[config.mk]
export PLATFORM = sky130hd
export DESIGN_NAME = dw_fp_mfunc_sched
export DESIGN_NICKNAME = d
export VERILOG_FILES = /design/src/rtl/dw_fp_mfunc_sched.sv
export SDC_FILE = /design/constraint.sdc
export NUM_CORES = 1
export LEC_CHECK = 0
export ABC_CLOCK_PERIOD_IN_PS = 3490
export BUFFER_PORTS_ARGS = -buffer_cell sky130_fd_sc_hd__buf_4
export CELL_PAD_IN_SITES_DETAIL_PLACEMENT = 1
export CELL_PAD_IN_SITES_GLOBAL_PLACEMENT = 2
export CORE_ASPECT_RATIO = 0.5
export CORE_UTILIZATION = 27
export DETAILED_ROUTE_END_ITERATION = 8
export GPL_ROUTABILITY_DRIVEN = 0
export MAX_ROUTING_LAYER = met4
export PLACE_DENSITY = 0.85
export SKIP_LAST_GASP = 1
export SYNTH_ARGS = -nofsm -noshare
export SYNTH_HDL_FRONTEND = slang
export SYNTH_SLANG_ARGS = --single-unit
[constraint.sdc]
create_clock -name clk -period 3.49 [get_ports clk]
set_input_delay 0.349 -clock clk [delete_from_list [all_inputs] [get_ports clk]]
set_output_delay 0.349 -clock clk [all_outputs]
set_load 0.02 [all_outputs]
[src/rtl/dw_fp_mfunc_sched.sv]
// Round-robin scheduler sharing one multicycle FP multifunction unit among NUM_REQ requesters.
// Optional macro DW_FP_MFUNC_SCHED_FUNC_CHK_EN rejects non-one-hot or unsupported func selects.
module dw_fp_mfunc_sched #(
   parameter int sig_width   = 23,
   parameter int exp_width   = 8,
   parameter int NUM_REQ     = 4,
   parameter int MC_CYCLES   = 3,
   parameter int func_select = 127
) (
   input  logic                                    clk,
   input  logic                                    rst_n,
   input  logic [NUM_REQ-1:0]                      req,
   input  logic [NUM_REQ*(sig_width+exp_width+1)-1:0] req_a,
   input  logic [NUM_REQ*16-1:0]                   req_func,
   input  logic [NUM_REQ*3-1:0]                    req_rnd,
   output logic [NUM_REQ-1:0]                      gnt,
   output logic                                    rsp_valid,
   input  logic                                    rsp_ready,
   output logic [$clog2(NUM_REQ)-1:0]              rsp_id,
   output logic [sig_width+exp_width:0]            rsp_z,
   output logic [7:0]                              rsp_status,
   output logic [sig_width+exp_width:0]            fu_a,
   output logic [15:0]                             fu_func,
   output logic [2:0]                              fu_rnd,
   output logic                                    fu_dg_ctrl,
   input  logic [sig_width+exp_width:0]            fu_z,
   input  logic [7:0]                              fu_status
);

   localparam int W  = sig_width + exp_width + 1;
   localparam int IW = $clog2(NUM_REQ);
   localparam logic [IW:0] NREQ_W = (IW+1)'(NUM_REQ);

   typedef enum logic [1:0] {IDLE, BUSY, RESP} state_t;

   state_t        r_state;
   state_t        w_next;
   logic [3:0]    r_cnt;
   logic [IW-1:0] r_ptr;
   logic          r_bad;

   logic [NUM_REQ-1:0] w_rot;
   logic [IW-1:0]      w_off;
   logic [IW:0]        w_sum;
   logic [IW-1:0]      w_win;
   logic [IW-1:0]      w_ptr_nxt;
   logic [15:0]        w_func;
   logic               w_func_bad;
   logic               w_accept;
   logic               w_finish;
   logic               w_release;

   // Rotate requests so the slot after the previous winner sits at bit 0, then take the lowest set bit.
   assign w_rot = NUM_REQ'({req, req} >> r_ptr);

   always_comb begin
      w_off = '0;
      for (int k = NUM_REQ-1; k >= 0; k--) begin
         if (w_rot[k]) w_off = IW'(k);
      end
   end

   assign w_sum     = {1'b0, r_ptr} + {1'b0, w_off};
   assign w_win     = (w_sum >= NREQ_W) ? IW'(w_sum - NREQ_W) : IW'(w_sum);
   assign w_ptr_nxt = (w_win == IW'(NUM_REQ-1)) ? '0 : w_win + IW'(1);
   assign w_func    = req_func[w_win*16 +: 16];

`ifdef DW_FP_MFUNC_SCHED_FUNC_CHK_EN
   localparam logic [15:0] FSEL = 16'(func_select);
   assign w_func_bad = (w_func == 16'h0) || ((w_func & (w_func - 16'd1)) != 16'h0)
                       || ((w_func & ~FSEL) != 16'h0);
`else
   assign w_func_bad = 1'b0;
`endif

   always_ff @(posedge clk or negedge rst_n) begin
      if (!rst_n) r_state <= IDLE;
      else        r_state <= w_next;
   end

   always_comb begin
      w_next = r_state;
      case (r_state)
         IDLE:    if (|req) w_next = BUSY;
         BUSY:    if (r_bad || (r_cnt == 4'd0)) w_next = RESP;
         RESP:    if (rsp_ready) w_next = IDLE;
         default: w_next = IDLE;
      endcase
   end

   always_comb begin
      w_accept  = 1'b0;
      w_finish  = 1'b0;
      w_release = 1'b0;
      case (r_state)
         IDLE:    w_accept  = |req;
         BUSY:    w_finish  = r_bad || (r_cnt == 4'd0);
         RESP:    w_release = rsp_ready;
         default: ;
      endcase
   end

   // fu_* only load on acceptance so the unit inputs stay quiet outside an operation.
   always_ff @(posedge clk or negedge rst_n) begin
      if (!rst_n) begin
         gnt        <= '0;
         rsp_valid  <= 1'b0;
         rsp_id     <= '0;
         rsp_z      <= '0;
         rsp_status <= '0;
         fu_a       <= '0;
         fu_func    <= '0;
         fu_rnd     <= '0;
         fu_dg_ctrl <= 1'b0;
         r_cnt      <= '0;
         r_ptr      <= '0;
         r_bad      <= 1'b0;
      end else begin
         gnt <= '0;
         if (w_accept) begin
            gnt        <= NUM_REQ'(1) << w_win;
            rsp_id     <= w_win;
            fu_a       <= req_a[w_win*W +: W];
            fu_func    <= w_func;
            fu_rnd     <= req_rnd[w_win*3 +: 3];
            fu_dg_ctrl <= !w_func_bad;
            r_bad      <= w_func_bad;
            r_cnt      <= 4'(MC_CYCLES-1);
            r_ptr      <= w_ptr_nxt;
         end
         if (w_finish) begin
            rsp_valid  <= 1'b1;
            fu_dg_ctrl <= 1'b0;
            r_bad      <= 1'b0;
            if (r_bad) begin
               rsp_z      <= '0;
               rsp_status <= 8'h04;
            end else begin
               rsp_z      <= fu_z;
               rsp_status <= fu_status;
            end
         end else if (r_state == BUSY) begin
            r_cnt <= r_cnt - 4'd1;
         end
         if (w_release) rsp_valid <= 1'b0;
      end
   end

endmodule

# [Yosys cells after proc, flatten, opt, wreduce, memory -nomap -nowiden]
# Cells that the tools add are included.
[word_totals] register_bits=108 latchBits=0 ramBits=0 rom_bits=0 inputBits=251 out_inout_bits=99 wordCells=62 n_memories=0
[op_classes] add_sub_neg=4 multipliers=1 n_div=0 order_cmp=1 n_eq_ne=6 n_shift=5 muxes=25 bitwise=0 n_reduce_logical=7
[op_table] op="$shiftx 128x8->32" n=1
[op_table] op="$shiftx 64x7->16" n=1
[op_table] op="$mux 32" n=1
[op_table] op="$mux 2" n=9
[op_table] op="$mux 4" n=4
[op_table] op="$shiftx 12x5->3" n=1
[op_table] op="$mux 1" n=9
[op_table] op="$mux 8" n=1
[op_table] op="$shr 8x2->4" n=1
[op_table] op="$ne 2x2->1 const B" n=3
[op_table] op="$pmux 2 s3" n=1
[op_table] op="$eq 2x2->1 const B" n=2
[op_table] op="$logic_not 4->1" n=1
[op_table] op="$mul 2x2->4 const B" n=1
[op_table] op="$reduce_bool 2->1" n=2
[op_table] op="$reduce_or 4->1" n=1
[op_table] op="$shl 1x2->4 const A" n=1
[op_table] op="$sub 4x1->4 const B" n=1
[op_table] op="$add 2x2->3" n=1
[op_table] op="$ge 3x3->1 const B" n=1
[op_table] op="$reduce_and 3->1" n=1
[op_table] op="$add 2x1->2 const B" n=1
[op_table] op="$eq 2x1->1 const B" n=1
[op_table] op="$logic_not 2->1" n=1
[op_table] op="other kinds (2)" n=2

# [Depth between registers and ports, before layout]
[depth] ltp_word=10 ltp_mapped=15 mapped_depth_nobuf=13

# [Worst setup path after synthesis]
# OpenSTA, ideal clock, no wires.
[synth_timing] path_kind="register -> register" startpoint="register r_ptr[1]" endpoint="register fu_a[19]" setup_time_ps=92 t_arrival_ps=2563 t_required_ps=3398 path_slack_ps=836 path_stages_with_launch=14 path_buffers=5 synth_period_minus_slack_ps=2654 cell_sequence="dfrtp_1 buf_6 nand2b_1 a21oi_1 nor2_1 a21oi_1 a21oi_1 ha_1 buf_2 buf_2 clkbuf_1 clkbuf_1 a221oi_1 o31ai_2"
[synth_via] elab_chain_len=9 elab_cells_between_ends=10 cone_classes="add/sub: 2; order compare: 1; shift: 2; mux: 5"
[synth_lines] element="start: declaration" line="39" text="logic [IW-1:0] r_ptr;"
[synth_lines] element="start signal: assignment" line="129" text="r_ptr <= w_ptr_nxt;"
[synth_lines] element="$shr 8x2->4 (*)" line="54" text="assign w_rot = NUM_REQ'({req, req} >> r_ptr);"
[synth_lines] element="$mux 2 (3 in a row)" line="59" text="if (w_rot[k]) w_off = IW'(k);"
[synth_lines] element="$mux 2 (*)" line="59"
[synth_lines] element="$add 2x2->3 (*)" line="63" text="assign w_sum = {1'b0, r_ptr} + {1'b0, w_off};"
[synth_lines] element="net w_sum[0]" line="44" text="logic [IW:0] w_sum;"
[synth_lines] element="$ge 3x3->1 / $sub 2x1->2 (equally long branches)" line="64" text="assign w_win = (w_sum >= NREQ_W) ? IW'(w_sum - NREQ_W) : IW'(w_sum);"
[synth_lines] element="$mux 2 (*)" line="64"
[synth_lines] element="$shiftx 128x8->32 (*)" line="123" text="fu_a <= req_a[w_win*W +: W];"
[synth_lines] element="end signal: assignment" line="123"
[synth_lines] element="end: declaration" line="22" text="output logic [sig_width+exp_width:0] fu_a,"
# The timed path passes the listed nets; every way through them passes the cells marked *.
# A chain may end at the register's enable or synchronous reset.

# [Worst setup path in the final report]
[layout_timing] startpoint="register r_ptr[1]" endpoint="register fu_func[6]"
[layout_via] elab_chain_len=9 elab_cells_between_ends=10 cone_classes="add/sub: 2; order compare: 1; shift: 2; mux: 5"
[layout_lines] element="$shr 8x2->4" line="54"
[layout_lines] element="$mux 2 (4 in a row)" line="59"
[layout_lines] element="$add 2x2->3 (*)" line="63"
[layout_lines] element="$ge 3x3->1 / $sub 2x1->2 (equally long branches)" line="64"
[layout_lines] element="$mux 2 (*)" line="64"
[layout_lines] element="$shiftx 64x7->16 (*)" line="66" text="assign w_func = req_func[w_win*16 +: 16];"
[layout_lines] element="end signal: assignment" line="124" text="fu_func <= w_func;"
[layout_lines] element="end: declaration" line="23" text="output logic [15:0] fu_func,"
# Every way passes the cells marked *; elsewhere a longest branch is shown, timed or not.

==> results.json <==
{
  "outcome": "finished clean",
  "cts_tree": "done",
  "grt_usage_pct": 19.1,
  "tightest_slew_ns": 0.713,
  "ys_seq_area_share_pct": 40.1,
  "syn_avg_cell_area_sq_um": 11.2,
  "path_cells": "nand2b_1 > a21oi_1 > nor2_1 > a21oi_1 > a21oi_1 > ha_4 > xnor2_1 > o31ai_4 > buf_4 > a221oi_1 > o31ai_2",
  "crit_path_end_kind": "flip-flop",
  "fin_hold_ws_ns": 0.200,
  "finalSetupViolCount": 0,
  "post-place-ws_ns": 0.533,
  "crit_family": "compound AO/OA/AOI/OAI gates",
  "clock_power_share_pct": 9.7,
  "synthFlopType": "dfrtp_1",
  "io_pins": 350,
  "crit_fanout": 20,
  "startpoint_type": "flip-flop",
  "nets": 1169,
  "postCtsResizedCells": 0,
  "drc": 0,
  "num_vias": 6181,
  "grt_max_degree": 63,
  "synth_seq_cells": 107,
  "p_comb_share_pct": 69.0,
  "root_buffer": "clkbuf_16",
  "timing.rr.end": "fu_func[6]",
  "timing.final.crit_share_pct": 84.5,
  "reg2regPathDepth": 11,
  "max-cap-violations": 0,
  "grt_pass1_wl_um": 36200,
  "async_reset_ff_share_pct": 100,
  "irDropWorstVdd_mv": 0.553,
  "path_clk_slew_ns": 0.08,
  "dieArea_sq_mm": 0.0254,
  "intPower_uw": 5460,
  "syn_nets": 850,
  "endpoint": "fu_func[6]",
  "seqPwrFrac_pct": 21.3,
  "cp.required_ns": 3.74,
  "cpMostUsedCell": "a21oi_1",
  "arrival_ns": 3.20,
  "synth_edf_count": 0,
  "fmax_ghz": 0.339,
  "crit_path_top_delay_cell": "dfrtp_1",
  "numCtsBuffers": 9,
  "routedWlPerCell_um": 19.1,
  "synth_cell_types": 44,
  "power_density_mw_per_mm2": 1070,
  "routed_via_density": 4.93,
  "criticalPathCategory": "flip-flop to flip-flop",
  "grt-ovfl-total": 0,
  "clk_path_buf_depth": 2,
  "max_slew_margin_pct": 52.5,
  "place_hpwl_um": 18200,
  "syn_area_sq_mm": 0.00668,
  "reg2reg_slack_ns": 0.54,
  "utilization_pct": 41.1,
  "worstPathBufferInverterCount": 1,
  "chipWidth_um": 224,
  "antenna_cells": 0,
  "skew_ns": 0.00994,
  "io_buffers": 349,
  "area_growth_syn_to_layout_pct": 48.2,
  "critPathMaxStageDelay_ns": 0.52,
  "p_leak_uw": 0.00434,
  "core-area_sq_mm": 0.0241,
  "h-tree-depth": 3,
  "tns_ns": 0,
  "setup_ws_ns": 0.542,
  "crit_start": "r_ptr[1]",
  "num_rows": 40,
  "path_depth": 11,
  "syn_inst": 595,
  "firstDrtPassIters": 4,
  "swShare_pct": 48.6,
  "die_h_um": 113,
  "start_util_pct": 27.7,
  "final_common_cell": "buf_4",
  "fin_crit_ns": 2.95,
  "slew_violations": 0,
  "power_switching_uw": 5170,
  "hp-class": "input port to flip-flop",
  "drive_gt1_share_pct": 58.3,
  "final_cell_mix": "buf_4, dfrtp_1, nor2b_1",
  "antenna_left": 0,
  "rsz0062_at_grt": "false",
  "wirelength_um": 23900,
  "cts.sinks": 107,
  "ys_warn_count": 0,
  "drt-initial-drc-count": 265,
  "r2r_start": "r_ptr[1]",
  "antenna_found_initial": 0,
  "hold_viol_final": 0,
  "clock_latency_ns": 0.37,
  "first_global_vias": 6363
}
worst min-delay path by stage:
| stage | startpoint | to | slack, ns | cells after the start |
|---|---|---|---|---|
| CTS | fu_status[5] | rsp_status[5] | 0.17 | 2 |
| finish | rsp_ready | r_state[1] | 0.20 | 2 |
| detailed placement | rst_n | fu_func[5] | 0.40 | 1 |
| global placement | rst_n | fu_func[5] | 0.40 | 1 |
| global route | fu_status[4] | rsp_status[4] | 0.18 | 2 |
| floorplan | rst_n | fu_a[0] | 0.05 | 0 |
sequential cells by signal, indices dropped and copies added (netlist names):
| register | flops |
|---|---|
| fu_a | 32 |
| fu_dg_ctrl | 1 |
| fu_func | 16 |
| fu_rnd | 3 |
| gnt | 4 |
| r_cnt | 4 |
| r_ptr | 2 |
| r_state | 2 |
| rsp_id | 2 |
| rsp_status | 8 |
| rsp_valid | 1 |
| rsp_z | 32 |
kinds of logic after synthesis:
family / after synthesis / synth area share [%]
xor gates and xnor gates: 2 / 0.262
and+or+nand+nor: 200 / 16.6
muxes: 41 / 6.89
DFF: 107 / 40.1
adders and majority gates: 4 / 0.749
buffers and inverters: 68 / 5.67
AOI/OAI and AO/OA: 173 / 29.7
power by group through the flow:
stage | combinational, uW | clock (uW) | sequential (uW)
3_5_place_dp | 7410 | 0 | 2290
3_3_place_gp | 7240 | 0 | 2250
4_1_cts | 7420 | 1100 | 2270
6_report | 7340 | 1030 | 2260
5_1_grt | 7930 | 1120 | 2340
2_1_floorplan | 4530 | 0 | 2910
metrics by stage:
step                power (uW)  cell area [sq um]  std cells
floorplan                 7440               6680        595
global placement          9490               9610       1238
detailed placement        9700               9610       1238
CTS                      10800               9910       1254
global route             11400               9910       1254
finish                   10600               9910       1254
Yosys cell counts (2+ instances only):
| cell | count | share of area (%) |
|---|---|---|
| buf_2 | 18 | 1.3 |
| nor3_1 | 5 | 0.37 |
| and2_1 | 2 | 0.19 |
| buf_6 | 11 | 1.9 |
| ha_1 | 4 | 0.75 |
| o31ai_2 | 49 | 9.2 |
| a21oi_1 | 5 | 0.37 |
| nor2b_1 | 104 | 9.7 |
| nand2b_1 | 6 | 0.56 |
| a2111oi_0 | 2 | 0.26 |
| mux2_2 | 40 | 6.7 |
| dfrtp_1 | 107 | 40 |
| o21ai_0 | 7 | 0.52 |
| o31ai_1 | 3 | 0.34 |
| inv_1 | 5 | 0.28 |
| nand3_1 | 3 | 0.22 |
| nor2_1 | 7 | 0.39 |
| a2111oi_2 | 49 | 11 |
| clkbuf_1 | 26 | 1.5 |
| a221oi_1 | 51 | 6.7 |
| buf_4 | 5 | 0.56 |
| buf_1 | 3 | 0.17 |
| nand2_1 | 62 | 3.5 |
area by class of cell:
| type | instances | area, sq um |
|---|---|---|
| repair buffers | 371 | 2860 |
| fillers | 2713 | 14200 |
| inverters | 5 | 18.8 |
| clock buffers | 9 | 225 |
| flip-flops and latches | 107 | 2680 |
| clock inverters | 6 | 57.6 |
| multi-input cells | 420 | 3640 |
| well taps | 336 | 420 |
layer usage:
| metal | wire, um | global-route usage, % | share of wire (%) | up-vias |
|---|---|---|---|---|
| met5 | 0 | - | 0 | - |
| met4 | 596 | 6.53 | 2.5 | 0 |
| met3 | 630 | 3.35 | 2.6 | 37 |
| met1 | 9700 | 21.5 | 41 | 3129 |
| li1 | - | - | - | 2895 |
| met2 | 13000 | 34.3 | 54 | 120 |
timing repair:
| action | CTS | global route |
|---|---|---|
| buffers inserted | 0 | 0 |
| endpoints found under the hold margin | 39 | 0 |
| hold buffers | 1 | 0 |
Note: power is estimated with default switching activity, not from simulation.
